==> src/rtl/fp_sum_accumulator.sv <==
// fp_sum_accumulator
//    Sequential front-end for the Maxnet floating-point adder. Streams N
//    float32 activations, presents the running sum and the current element
//    to an external combinational adder, and registers the adder result into
//    the running sum. One element (skip_idx) may be excluded so the result is
//    the inhibition sum over j != i.
//
// Ports
//    clk, rst            clock, synchronous active-high reset
//    start               begins a pass (honoured only in IDLE)
//    skip_en, skip_idx   optional excluded element, sampled with start
//    in_data/in_valid/in_ready   element stream (no buffering)
//    add_a, add_b        adder operands (running sum, current element)
//    add_sum             adder combinational result
//    sum_out/sum_valid/sum_ready result handshake
//    busy                high from the cycle after start until sum is taken
module fp_sum_accumulator #(
   parameter int N     = 4,
   parameter int CNT_W = 8
) (
   input  logic             clk,
   input  logic             rst,
   input  logic             start,
   input  logic             skip_en,
   input  logic [CNT_W-1:0] skip_idx,
   input  logic [31:0]      in_data,
   input  logic             in_valid,
   output logic             in_ready,
   output logic [31:0]      add_a,
   output logic [31:0]      add_b,
   input  logic [31:0]      add_sum,
   output logic [31:0]      sum_out,
   output logic             sum_valid,
   input  logic             sum_ready,
   output logic             busy
);

   localparam logic [CNT_W-1:0] LAST = CNT_W'(N - 1);

   typedef enum logic [1:0] {IDLE, ACCUM, DONE} state_t;

   state_t           state, state_nxt;
   logic [31:0]      acc, acc_nxt, sum_reg;
   logic [CNT_W-1:0] count, skip_idx_l;
   logic             skip_en_l, acc_empty, empty_nxt;
   logic             beat, last_beat, skip_hit, is_zero;

   assign add_a   = acc;
   assign add_b   = in_data;
   assign sum_out = sum_reg;

   // Value the accumulator takes if the current element is accepted.
   // An empty accumulator is loaded directly because the adder's normaliser
   // assumes a hidden 1 and would mis-handle a 0.0 operand.
   always_comb begin
      beat      = in_valid && (state == ACCUM);
      skip_hit  = skip_en_l && (count == skip_idx_l);
      is_zero   = (in_data[30:0] == '0);
      last_beat = beat && (count == LAST);
      acc_nxt   = acc;
      empty_nxt = acc_empty;
      if (skip_hit || is_zero) begin
         acc_nxt   = acc;
      end else if (acc_empty) begin
         acc_nxt   = in_data;
         empty_nxt = 1'b0;
      end else begin
         acc_nxt   = add_sum;
      end
   end

   // State register
   always_ff @(posedge clk) begin
      if (rst) state <= IDLE;
      else     state <= state_nxt;
   end

   // Next-state logic
   always_comb begin
      state_nxt = state;
      unique case (state)
         IDLE:    if (start)     state_nxt = ACCUM;
         ACCUM:   if (last_beat) state_nxt = DONE;
         DONE:    if (sum_ready) state_nxt = IDLE;
         default: state_nxt = IDLE;
      endcase
   end

   // Output decode
   always_comb begin
      in_ready  = (state == ACCUM);
      busy      = (state != IDLE);
      sum_valid = (state == DONE);
   end

   // Datapath registers
   always_ff @(posedge clk) begin
      if (rst) begin
         acc        <= '0;
         count      <= '0;
         acc_empty  <= 1'b1;
         sum_reg    <= '0;
         skip_en_l  <= 1'b0;
         skip_idx_l <= '0;
      end else begin
         if (state == IDLE && start) begin
            acc        <= '0;
            count      <= '0;
            acc_empty  <= 1'b1;
            skip_en_l  <= skip_en;
            skip_idx_l <= skip_idx;
         end else if (beat) begin
            acc       <= acc_nxt;
            acc_empty <= empty_nxt;
            count     <= count + CNT_W'(1);
            // The final element is folded in on the same edge as the move to DONE.
            if (last_beat) sum_reg <= acc_nxt;
         end
      end
   end

endmodule

==> config.mk <==
export PLATFORM = sky130hd
export DESIGN_NAME = fp_sum_accumulator
export DESIGN_NICKNAME = d
export VERILOG_FILES = /design/src/rtl/fp_sum_accumulator.sv
export SDC_FILE = /design/constraint.sdc
export NUM_CORES = 1
export LEC_CHECK = 0
export BUFFER_PORTS_ARGS = -buffer_cell sky130_fd_sc_hd__buf_2
export CORE_MARGIN = 2
export CORE_UTILIZATION = 51
export DETAILED_ROUTE_END_ITERATION = 16
export PLACE_DENSITY = 0.93
export SLEW_MARGIN = 20
export SYNTH_ARGS = -nofsm -noshare
export SYNTH_HDL_FRONTEND = slang
export SYNTH_SLANG_ARGS = --single-unit
==> constraint.sdc <==
create_clock -name clk -period 2.6 [get_ports clk]
set_clock_uncertainty 0.2 [all_clocks]
set_input_delay 0.13 -clock clk [delete_from_list [all_inputs] [get_ports clk]]
set_output_delay 0.13 -clock clk [all_outputs]
set_load 0.005 [all_outputs]
==> reports/results.ini <==
[clocking]
clock_latency_ns=0.37
cts_hold_buf=14
cts_resized=0
cts_tree=done
cts_sinks=84
numCtsBuffers=9
htreeDepth=3
post_cts_buffers=0
clk_pin_slew_ns=0.09
clockBufferDepth=2
root_buffer=clkbuf_8

[worst_setup_path]
cp-start-kind=flip-flop
crit_fanout=34
arrival_ns=2.48
cp.required_ns=2.64
rrSetupSlack_ns=0.17
crit_start=count[4]$_SDFFE_PP0P_
endpoint_kind=flip-flop
reg2reg_from=count[4]$_SDFFE_PP0P_
worstSetupPathType=reg -> reg

[yosys]
synthCells=573
syn_nets=652
seq_area_frac_synth_pct=33.54
ys_warn_count=0
yosys.area.top_type_share_pct=33.54
synth_ff_type=dfxtp_1
yosys.area.top_type=dfxtp_1
synthTopCellsByArea=dfxtp_1 34%, a22oi_2 7.5%, mux2_2 7.2%
synth_seq_cells=84
ys_types=35
async_reset_ff_share_pct=0
synth-edff-count=0
synthesis.area_mm2=0.005014
synth.avg_cell_area_um2=8.750

[status]
outcome=finished with violations
violations=hold timing

[floorplanning]
fp-row-count=36
start_util_pct=52.01
design.die.area_mm2=0.01064
die_y_um=103.2
die_w_um=103.2
io_pins=177
core_mm2=0.009639

[sta]
setup_slack_ns=0.1687
whs_ns=-0.002762
slew_headroom_pct=58.72
hold_violations=1
rsz0062_at_grt=false
finalCriticalPeriod_ns=2.431
slew_viol_final=0
tightestPinTransition_ns=0.6192
period_share_pct=93.51
finalSetupViolations=0
final.setup.tns_ns=0
fmax_mhz=411.3

[placed_design]
dpl.hpwl_um=11210
dp.cells=810
io_buffers=176
place.gp.congestion=0.9108
dp_slack_ns=0.2283

[detailed_routing]
highest_layer=met4
ant_nets=0
drtIter0Drc=509
detail_route.wirelength_um=16330
dr_wl_met3_um=1941
via_per_inst=6.431
drt-met1-wl_um=6007
vias=5402
first_pass_iters=6
wl_met2_um=7709
wl_per_cell_um=19.44
drc=0

[global_route]
grt_util_all_layers_pct=29.67
grt_pass1_wl_um=24860
overflow=0
grt_max_degree=44
antenna_found_initial=0
grt_pass1_vias=5035

[final_layout]
area_growth_pct=22.26
fin_cells=840
drive_gt1_share_pct=44.98
num_antenna_cells=0
nNetsFinal=781

[job]
drv_cap=0

[pwr]
power.density_mw_per_mm2=476.7
power.leakage_nw=2.313
ir_worst_vdd_mv=0.2297

[hold_path]
hold_class=in -> reg
min_from=add_sum[23]

## state kept, by name, summed over array words and instances (netlist names)
name	flops
add_a	32
sum_out	32
count	8
skip_idx_l	8
state	2
acc_empty	1
skip_en_l	1
## routing by layer
layer	global-route usage (%)	vias to the layer above
li1	-	2413
met1	36.87	2446
met2	48.70	449
met3	7.661	94
met4	12.75	0
met5	0	-
## Yosys cell counts (3+ instances only)
cell and instances:
dfxtp_1 84, nor3_1 66, a21oi_1 47, clkbuf_1 47
nor4_1 40, nand4_1 36, a41oi_1 32, buf_4 32
mux2_2 32, a22oi_2 30, a21oi_2 27, nand2_1 25
nor2_1 13, xnor2_1 12, buf_2 11, buf_1 5
buf_6 4, nand3_1 4, nand2b_1 3, xor2_1 3
## final cells by class
type | instances | area, µm²
fillers | 800 | 3510
multi-input cells | 389 | 2819
flip-flops and latches | 84 | 1683
repair buffers | 217 | 1224
well taps | 133 | 166.4
clock buffers | 11 | 151.4
clock inverters | 5 | 82.58
inverters | 1 | 3.754
## where the power goes
group	leakage, nW	total (mW)	switching (mW)	internal (mW)
clock	0.120	1.10	0.499	0.597
sequential	0.681	1.36	0.0437	1.32
combinational	1.51	0.463	0.273	0.190
## through the flow
step / utilization [%] / hold slack, ns / area (µm²) / total power [mW]
floorplan: - / 0.06597 / 5014 / 1.656
global placement: 59.71 / 0.1801 / 5756 / 1.803
detailed placement: 59.71 / 0.1831 / 5756 / 1.823
CTS: 63.59 / 0.002088 / 6130 / 2.902
global route: 63.59 / 0.01059 / 6130 / 3.006
finish: 63.59 / -0.002762 / 6130 / 2.922
## critical path, stage by stage, from the launching register on
cell     delay (ns)
dfxtp_1        0.48
xnor2_1        0.21
nand4_1        0.17
or3_2          0.53
buf_4          0.27
a41oi_1        0.36
a21oi_2        0.09
## final timing paths
kind | depth (start not counted) | endpoint
worst min-delay path | 4 | add_a[23]$_SDFFE_PP0P_
worst min register to register | 2 | skip_idx_l[3]$_SDFFE_PP0P_
worst max-delay path | 6 | sum_out[25]$_SDFFE_PP0P_
worst max register to register | 6 | sum_out[25]$_SDFFE_PP0P_
## placed cells by master (no fill, tap or decap), types with 2 or more instances in the layout
cell / instances
a22oi_1: 2
nor4_1: 40
nor2_1: 12
dfxtp_1: 83
nor4_4: 2
a21oi_2: 27
a21oi_1: 47
mux2_2: 32
nor2b_1: 2
nand2_1: 25
nor3_1: 65
clkbuf_8: 11
and3_1: 2
xor2_1: 3
buf_4: 27
dlygate4sd3_1: 14
buf_2: 176
bufinv_16: 2
nand3_1: 4
nand2b_1: 2
xnor2_1: 12
a22oi_2: 30
a41oi_1: 32
nand4_1: 36
## cells by family after synthesis
group / Yosys count / share of synthesized area, %
XOR/XNOR: 15 / 2.620
flip-flops: 84 / 33.54
buffers and inverters: 100 / 10.76
adder cells (fa/ha/maj): 1 / 0.2495
multiplexers: 33 / 7.387
AND/OR/NAND/NOR: 199 / 22.14
AO/OA/AOI/OAI: 141 / 23.31
Note: power is estimated with default switching activity, not from simulation.
